## src/rtl/step_dir_decoder_pkg.sv

```systemverilog
// Shared motion definitions: direction encoding and period-tracking FSM states.
package step_dir_decoder_pkg;

    localparam logic DIR_POS = 1'b1;
    localparam logic DIR_NEG = 1'b0;

    typedef enum logic [1:0] {
        PS_IDLE  = 2'd0,
        PS_ARMED = 2'd1,
        PS_TRACK = 2'd2,
        PS_STALL = 2'd3
    } per_state_t;

endpackage

```

## src/rtl/sync_edge_det.sv

```systemverilog
// Multi-flop synchronizer for an asynchronous level, with rising-edge and change detect
// against the previous synchronized value.
module sync_edge_det #(
    parameter int unsigned STAGES = 2
) (
    input  logic clk,
    input  logic reset_n,
    input  logic async_in,
    output logic level,
    output logic rise,
    output logic change
);

    logic [STAGES-1:0] sync_q;
    logic              prev_q;

    always_ff @(posedge clk or negedge reset_n) begin
        if (!reset_n) begin
            sync_q <= '0;
            prev_q <= 1'b0;
        end else begin
            sync_q <= {sync_q[STAGES-2:0], async_in};
            prev_q <= sync_q[STAGES-1];
        end
    end

    assign level  = sync_q[STAGES-1];
    assign rise   = level & ~prev_q;
    assign change = level ^ prev_q;

endmodule

```

## src/rtl/step_dir_decoder.sv

```systemverilog
// Step/dir receiver: reconstructs signed position, measures step period, flags timing violations.
//
// state    | meaning
// ---------+-------------------------------------------------------------
// PS_IDLE  | no step seen since reset/clear
// PS_ARMED | one step seen, interval to the next one is measurable
// PS_TRACK | period holds a real measurement (period_valid)
// PS_STALL | interval timer saturated while tracking (stalled)
module step_dir_decoder #(
    parameter int unsigned POS_W       = 64,
    parameter int unsigned PER_W       = 32,
    parameter int unsigned SYNC_STAGES = 2,
    parameter int unsigned MIN_PERIOD  = 4,
    parameter int unsigned DIR_SETUP   = 2
) (
    input  logic             clk,
    input  logic             reset_n,
    input  logic             step_in,
    input  logic             dir_in,
    input  logic             load_pos,
    input  logic [POS_W-1:0] pos_val,
    input  logic             clear,
    input  logic             capture,
    input  logic             err_clr,
    output logic [POS_W-1:0] position,
    output logic [PER_W-1:0] period,
    output logic             period_valid,
    output logic             stalled,
    output logic             step_seen,
    output logic             dir_out,
    output logic [POS_W-1:0] cap_pos,
    output logic [PER_W-1:0] cap_period,
    output logic             overrun,
    output logic             setup_err
);

    import step_dir_decoder_pkg::*;

    localparam int unsigned      AGE_W       = $clog2(DIR_SETUP + 2);
    localparam logic [AGE_W-1:0] AGE_MAX     = AGE_W'(DIR_SETUP);
    localparam logic [PER_W-1:0] PER_MAX     = '1;
    localparam logic [PER_W-1:0] PER_MIN     = PER_W'(MIN_PERIOD);
    localparam logic [POS_W-1:0] POS_ONE     = POS_W'(1);
    localparam logic [POS_W-1:0] POS_NEG_ONE = '1;

    logic             step_evt;
    logic             dir_lvl;
    logic             dir_chg;
    logic             step_level_unused;
    logic             step_change_unused;
    logic             dir_rise_unused;

    logic             evt;
    per_state_t       state_q;
    per_state_t       state_d;
    logic             per_wr;
    logic [PER_W-1:0] timer_q;
    logic [PER_W-1:0] interval;
    logic [PER_W-1:0] per_d;
    logic [POS_W-1:0] pos_d;
    logic [POS_W-1:0] step_delta;
    logic [AGE_W-1:0] dir_age_q;
    logic [AGE_W-1:0] age_eff;
    logic [AGE_W-1:0] age_next;
    logic             ovr_set;
    logic             setup_set;

    sync_edge_det #(.STAGES(SYNC_STAGES)) u_step_sync (
        .clk      (clk),
        .reset_n  (reset_n),
        .async_in (step_in),
        .level    (step_level_unused),
        .rise     (step_evt),
        .change   (step_change_unused)
    );

    sync_edge_det #(.STAGES(SYNC_STAGES)) u_dir_sync (
        .clk      (clk),
        .reset_n  (reset_n),
        .async_in (dir_in),
        .level    (dir_lvl),
        .rise     (dir_rise_unused),
        .change   (dir_chg)
    );

    // An event coinciding with clear is dropped everywhere, not just from position.
    assign evt      = step_evt & ~clear;
    assign interval = (timer_q == PER_MAX) ? PER_MAX : timer_q + PER_W'(1);

    // A dir change in the event cycle itself counts as age 0.
    assign age_eff  = dir_chg ? '0 : dir_age_q;
    assign age_next = (age_eff >= AGE_MAX) ? AGE_MAX : age_eff + AGE_W'(1);

    assign ovr_set   = evt && ((state_q == PS_ARMED) || (state_q == PS_TRACK)) && (interval < PER_MIN);
    assign setup_set = evt && (age_eff < AGE_MAX);

    assign period_valid = (state_q == PS_TRACK);
    assign stalled      = (state_q == PS_STALL);

    always_comb begin
        state_d = state_q;
        per_wr  = 1'b0;
        if (clear) begin
            state_d = PS_IDLE;
        end else begin
            case (state_q)
                PS_IDLE:  if (evt) state_d = PS_ARMED;
                PS_ARMED: begin
                    if (evt) begin
                        state_d = PS_TRACK;
                        per_wr  = 1'b1;
                    end
                end
                PS_TRACK: begin
                    if (evt) begin
                        per_wr = 1'b1;
                    end else if (timer_q == PER_MAX) begin
                        state_d = PS_STALL;
                    end
                end
                PS_STALL: if (evt) state_d = PS_ARMED;
                default:  state_d = PS_IDLE;
            endcase
        end
    end

    always_comb begin
        step_delta = POS_ONE;
        case (dir_lvl)
            DIR_POS: step_delta = POS_ONE;
            DIR_NEG: step_delta = POS_NEG_ONE;
            default: step_delta = POS_ONE;
        endcase

        pos_d = position;
        if (clear) begin
            pos_d = '0;
        end else if (load_pos) begin
            pos_d = pos_val;
        end else if (evt) begin
            pos_d = position + step_delta;
        end

        per_d = period;
        if (clear) begin
            per_d = '0;
        end else if (per_wr) begin
            per_d = interval;
        end
    end

    always_ff @(posedge clk or negedge reset_n) begin
        if (!reset_n) begin
            state_q    <= PS_IDLE;
            position   <= '0;
            period     <= '0;
            step_seen  <= 1'b0;
            dir_out    <= 1'b0;
            cap_pos    <= '0;
            cap_period <= '0;
            overrun    <= 1'b0;
            setup_err  <= 1'b0;
            timer_q    <= '0;
            dir_age_q  <= '0;
        end else begin
            state_q   <= state_d;
            position  <= pos_d;
            period    <= per_d;
            step_seen <= evt;
            dir_age_q <= age_next;
            if (evt) begin
                dir_out <= dir_lvl;
            end
            if (clear || evt) begin
                timer_q <= '0;
            end else if (timer_q != PER_MAX) begin
                timer_q <= timer_q + PER_W'(1);
            end
            // Capture sees this cycle's results, including a same-cycle step.
            if (capture) begin
                cap_pos    <= pos_d;
                cap_period <= per_d;
            end
            if (clear) begin
                overrun   <= 1'b0;
                setup_err <= 1'b0;
            end else begin
                overrun   <= (overrun & ~err_clr) | ovr_set;
                setup_err <= (setup_err & ~err_clr) | setup_set;
            end
        end
    end

endmodule

```

## config.mk

```make
export PLATFORM = sky130hd
export DESIGN_NAME = step_dir_decoder
export DESIGN_NICKNAME = d
export VERILOG_FILES = /design/src/rtl/step_dir_decoder_pkg.sv /design/src/rtl/sync_edge_det.sv /design/src/rtl/step_dir_decoder.sv
export SDC_FILE = /design/constraint.sdc
export NUM_CORES = 1
export LEC_CHECK = 0
export ABC_AREA = 1
export ABC_CLOCK_PERIOD_IN_PS = 3600
export CAP_MARGIN = 40
export CORE_MARGIN = 8
export CORE_UTILIZATION = 40
export DETAILED_ROUTE_END_ITERATION = 10
export HOLD_SLACK_MARGIN = 0.12
export PLACE_DENSITY = 0.73
export SYNTH_ARGS = -nofsm -noshare
export SYNTH_HDL_FRONTEND = slang
export SYNTH_SLANG_ARGS = --single-unit
```

## constraint.sdc

```tcl
create_clock -name clk -period 3.6 [get_ports clk]
set_input_delay 0.72 -clock clk [delete_from_list [all_inputs] [get_ports clk]]
set_output_delay 0.72 -clock clk [all_outputs]
set_load 0.01 [all_outputs]
```

# After elaboration in Yosys (flattened, before gate mapping)
# Cells that the tools add are included.
# totals
regBits	238
inputBits	72
out_inout_bits	198
# classes
addsub	3
order_cmp	3
n_eq_ne	9
muxes	22
bitwise	11
n_reduce_logical	10
# op_table
operator	n
$mux W64	3
$mux W32	5
$pmux W64 S2	1
$add A64 B64 Y64	1
$add A32 B1 Y32 const B	1
$eq A32 B32 Y1 const B	1
$lt A32 B3 Y1 const B	1
$ne A32 B32 Y1 const B	1
$mux W2	7
$ne A3 B3 Y1 const B	2
$pmux W2 S3	1
$mux W1	5
$and A1 B1 Y1	4
$eq A2 B2 Y1 const B	2
$not A1 Y1	4
$reduce_and A4 Y1	1
$reduce_or A2 Y1	2
$logic_and A1 B1 Y1	3
$ne A3 B1 Y1 const B	1
$ne A3 B2 Y1 const B	1
$add A2 B1 Y2 const B	1
$eq A2 B1 Y1 const B	1
$ge A2 B2 Y1 const B	1
$logic_not A2 Y1	1
5 further kinds	7

# Longest topological paths before layout
# logic_depth
depth_word	8
depth_mapped	19
mapped_depth_nobuf	19

# Modules after synthesis
# From an unflattened synthesis, not the netlist that was laid out.
# hier_totals
hier_cells	2657
area_unflattened_um2	16839.9
# by_module_without_submodules
module	instances	cells_each	area_per_inst_um2
step_dir_decoder	1	2645	16649.7
sync_edge_det	2	6	95.1

# Worst setup path after synthesis
# Ideal clock, no wire load.
# synth_timing
kind	reg-to-reg
startpoint	reg u_dir_sync.sync_q[1]
endpoint	reg cap_pos[31]
setup_time_ps	117
t_arrival_ps	3008
t_required_ps	3483
path_slack_ps	476
stages_incl_launch_ff	16
path_buffers	0
synth_period_minus_slack_ps	3124
path_cell_list	dfrtp_1 > inv_1 > ha_1 > nand2_1 > inv_1 > a21oi_1 > nand2_2 > nand2_1 > nand2_1 > nand2_1 > nand2_2 > or2_1 > nand3_1 > a21oi_2 > nand2_1 > nand2_1
# synth_via
elab_chain_len	6
# synth_rtl
item	line_no	source
start, declared	sync_edge_det.sv:14	logic [STAGES-1:0] sync_q;
start signal, assigned	sync_edge_det.sv:22	sync_q <= {sync_q[STAGES-2:0], async_in};
$not A1 Y1	step_dir_decoder.sv:129	case (dir_lvl)
$pmux W64 S2 (*)	step_dir_decoder.sv:129	
$add A64 B64 Y64 (*)	step_dir_decoder.sv:141	pos_d = position + step_delta;
$mux W64 (*)	step_dir_decoder.sv:140	end else if (evt) begin
$mux W64 (*)	step_dir_decoder.sv:138	end else if (load_pos) begin
$mux W64 (*)	step_dir_decoder.sv:136	if (clear) begin
named net pos_d[31]	step_dir_decoder.sv:60	logic [POS_W-1:0] pos_d;
end signal, assigned	step_dir_decoder.sv:181	cap_pos <= pos_d;
end, declared	step_dir_decoder.sv:31	output logic [POS_W-1:0] cap_pos,
# Mark *: on every way through the listed nets, which the timed path passes. The rest lies on a longest branch. The select of a mux whose other input is x is not followed.
# A chain may end at the register's enable or synchronous reset.

# Final worst setup path
# layout_timing
startpoint	reg u_dir_sync.sync_q[1]
endpoint	reg cap_pos[60]
# layout_via
elab_chain_len	6
# layout_rtl
item	line_no
$not A1 Y1	step_dir_decoder.sv:129
$pmux W64 S2 (*)	step_dir_decoder.sv:129
$add A64 B64 Y64 (*)	step_dir_decoder.sv:141
$mux W64 (*)	step_dir_decoder.sv:140
$mux W64 (*)	step_dir_decoder.sv:138
$mux W64 (*)	step_dir_decoder.sv:136
# Mark *: on every way between the ends. The rest lies on a longest branch, timed or not. The select of a mux whose other input is x is not followed.

==> impl_metrics.toml <==
[run_status]
status = "finished clean"

[clocking]
post_cts_resized = 0
cts.hold.buffers_added = 0
cts_tree = "yes"
cts_buffer_depth = 3
cts.sink_count = 238
numCtsBuffers = 28
worst_skew_pair.late_latency_ps = 560
ctsRootBufferMaster = "sky130_fd_sc_hd__clkbuf_16"
post_cts_buffers = 0
clkSlewWorstSetupHoldPaths_ps = 60
clock_tree.htree_level_count = 1

[yosys]
synthTopCellsByArea = "sky130_fd_sc_hd__dfrtp_1 (36%), sky130_fd_sc_hd__nand2_1 (23%), sky130_fd_sc_hd__inv_1 (9.2%)"
synth-warning-count = 0
syn-cell-area_sq_mm = 0.0167
synth-edff-count = 0
synth_top_area_share_pct = 35.7
netlist-cell-type-count = 38
synth_top_flop_cell = "sky130_fd_sc_hd__dfrtp_1"
synthesis.instances = 2642
postSynthRegisterBits = 238
synth.avg_cell_area_sq_um = 6.32
post-synth-top-area-cell = "sky130_fd_sc_hd__dfrtp_1"
ys_async_sr_fraction_pct = 100
syn-num-nets = 2782
synth_seq_area_share_pct = 35.7

[floorplan]
die_h_microns = 220
area_of_the_placeable_core_sq_mm = 0.0416
design.die.area_sq_mm = 0.0485
die_width_microns = 220
row_count = 75
io_count = 270
floorplan.initialDensity_pct = 40.2

[route]
postRouteAntennaNets = 0
routed_wire_length_per_instance_microns = 19.2
drt_first_iter_violations = 1859
drt_pre_antenna_iters = 6
wirelength_microns = 66200
post_drt_via_cell_ratio = 5.16
detailroute.via_count = 17845
drt_drc_violations_left = 0

[setup_path]
critical_path.max_fanout = 62
arr_time_crit_path_ps = 3340
critical_path.startpoint_type = "flip-flop"
crit_path_max_incr_delay_ps = 380
slowest_stage = "sky130_fd_sc_hd__dfrtp_1"
cpLargestDelayFamily = "simple AND/OR/NAND/NOR gates"
worst-endpoint-required_ps = 4040
worst-path-buf-inv = 2
critical_path.cell_chain = "inv_2, buf_12, ha_1, nand2_1, o21ai_0, a21oi_1, nand2_1, a21oi_1, nand3_1, nand3_1, nand2_1, nand3_1, nand2_1"
critical_path.endpoint_type = "flip-flop"
r2r-start = "u_dir_sync.sync_q[1]"
setup.worst_path.class = "flip-flop to flip-flop"
worst_path_most_repeated_cell = "sky130_fd_sc_hd__nand2_1"
startpoint = "u_dir_sync.sync_q[1]"

[final_layout]
filler_cell_count = 4138
final_area_sq_mm = 0.0211
postLayoutCoreUtil_pct = 50.6
fin_nets = 3038
syn2layout_area_growth_pct = 26.1
drive_gt1_share_pct = 4.35

[global_routing]
grt_pass1_wl_microns = 100000
antenna_found_initial = 1
grtUsageTotal_pct = 26.8
grt-ovfl-total = 0
maximum_number_of_pins_on_one_net_before_global_route_repair = 98
grt_pass1_vias = 17256

[sta]
tightest_slew_ps = 890
grt_setup_unrepaired = "false"
time_the_final_worst_path_needs_with_i_o_delays_and_setup_ps = 2900
min_period_over_period_pct = 80.7
timing.clock.skew_ps = 15.7
worst_slew_margin_rel_pct = 40.7
timing_hold_violations_final = 0
max_clock_freq_ghz = 0.344
finalMaxSlewViolations = 0
fin_setup_tns_ps = 0
timing.final.setup_violations = 0
final.hold.worst_slack_ps = 159

[placement]
place_area_sq_mm = 0.0201
gp_congestion = 1.03
io_buffers = 269
dpl.hpwl_microns = 52500

[power_and_ir_drop]
power_density_mw_per_mm2 = 400
worst_ir_drop_vdd_mv = 0.387
total_leakage_power_nw = 11.2

[hold_path]
holdCritPathClass = "input pin to async pin"

[run]
cap_viol_max_count = 0
## layout make-up
| cell class | instances | area [sq um] | share of cell area [%] |
|---|---|---|---|
| Antenna cell | 1 | 2.50 | 0.0119 |
| Clock buffer | 40 | 807 | 3.83 |
| Multi-Input combinational cell | 1917 | 8880 | 42.2 |
| Clock inverter | 10 | 140 | 0.666 |
| Tap cell | 539 | 674 | 3.20 |
| Timing Repair Buffer | 300 | 3040 | 14.4 |
| Inverter | 413 | 1550 | 7.37 |
| Sequential cell | 238 | 5960 | 28.3 |
## synthesized netlist by cell type, drive strengths merged (2+ instances only)
library cell / number
or2: 12
nand3: 140
dfrtp: 238
nand2: 1037
a31oi: 16
clkbuf: 52
o21ai: 117
xor2: 11
ha: 67
nor2: 264
o211ai: 6
buf: 22
nand4: 25
a21oi: 152
xnor2: 18
nor3: 19
nand3b: 25
a21o: 2
inv: 413
## where the power goes
group	internal, mW	total (mW)	switching (mW)
sequential	2.89	3.10	0.206
combinational	0.932	2.36	1.43
clock	1.77	2.96	1.19
total	5.60	8.42	2.82
## metal layers
metal  vias up  wire [microns]  global-route usage [%]
met5         -               0                       0
li1       8683               -                       -
met4         0            2710                    10.4
met2       698           29500                    42.3
met3       116            5870                    5.59
met1      8348           28200                    35.7
## worst register-to-register path: stages (launching register included)
cell and delay, ps:
sky130_fd_sc_hd__dfrtp_1 380, sky130_fd_sc_hd__inv_2 80, sky130_fd_sc_hd__buf_12 260, sky130_fd_sc_hd__ha_1 460, sky130_fd_sc_hd__nand2_1 250, sky130_fd_sc_hd__o21ai_0 220
sky130_fd_sc_hd__a21oi_1 260, sky130_fd_sc_hd__nand2_1 80, sky130_fd_sc_hd__a21oi_1 320, sky130_fd_sc_hd__nand3_1 130, sky130_fd_sc_hd__nand3_1 130, sky130_fd_sc_hd__nand2_1 60
sky130_fd_sc_hd__nand3_1 80, sky130_fd_sc_hd__nand2_1 80
## sequential cells by signal (all words and copies together), names as in the netlist
register	count
u_dir_sync.sync_q	2
timer_q	32
dir_age_q	2
overrun	1
state_q	2
u_step_sync.prev_q	1
cap_period	32
u_step_sync.sync_q	2
setup_err	1
step_seen	1
dir_out	1
period	32
u_dir_sync.prev_q	1
position	64
cap_pos	64
## layout by cell type, fill, tap and decap left out, drive strengths merged, types with 34 or more instances in the layout
master            n
o21ai           117
dfrtp           238
clkdlybuf4s50   266
ha               67
inv             414
nor2            264
buf              34
clkbuf           40
a21oi           152
nand3           140
nand2          1037
## logic make-up after synthesis
logic type,synth area share [%]
simple gates,37.2
buf+inv,11.2
compound gates,9.34
flops,35.7
fa+ha+maj,5.14
xor+xnor,1.52
## path summary, 6_finish.rpt
| path | slack (ps) | to | depth (start not counted) |
|---|---|---|---|
| worst max-delay path | 700 | cap_pos[60] | 13 |
| worst min-delay path | 160 | cap_pos[42] | 1 |
| worst max register to register | 700 | cap_pos[60] | 13 |
| worst min register to register | 360 | u_dir_sync.sync_q[1] | 0 |
| max in group asynchronous | 2540 | state_q[0] | 2 |
| min in group clk | 360 | u_dir_sync.sync_q[1] | 0 |
## metrics by stage
stage / power (mW) / setup WS, ps / std cells
final: 8.42 / 695 / 3458
after global routing: 8.84 / 467 / 3458
after CTS: 8.44 / 731 / 3457
after detailed placement: 5.46 / 612 / 3407
after global placement: 5.42 / 595 / 3405
after floorplan: 4.33 / 476 / 2642
Power figures use the tool's default switching activity.
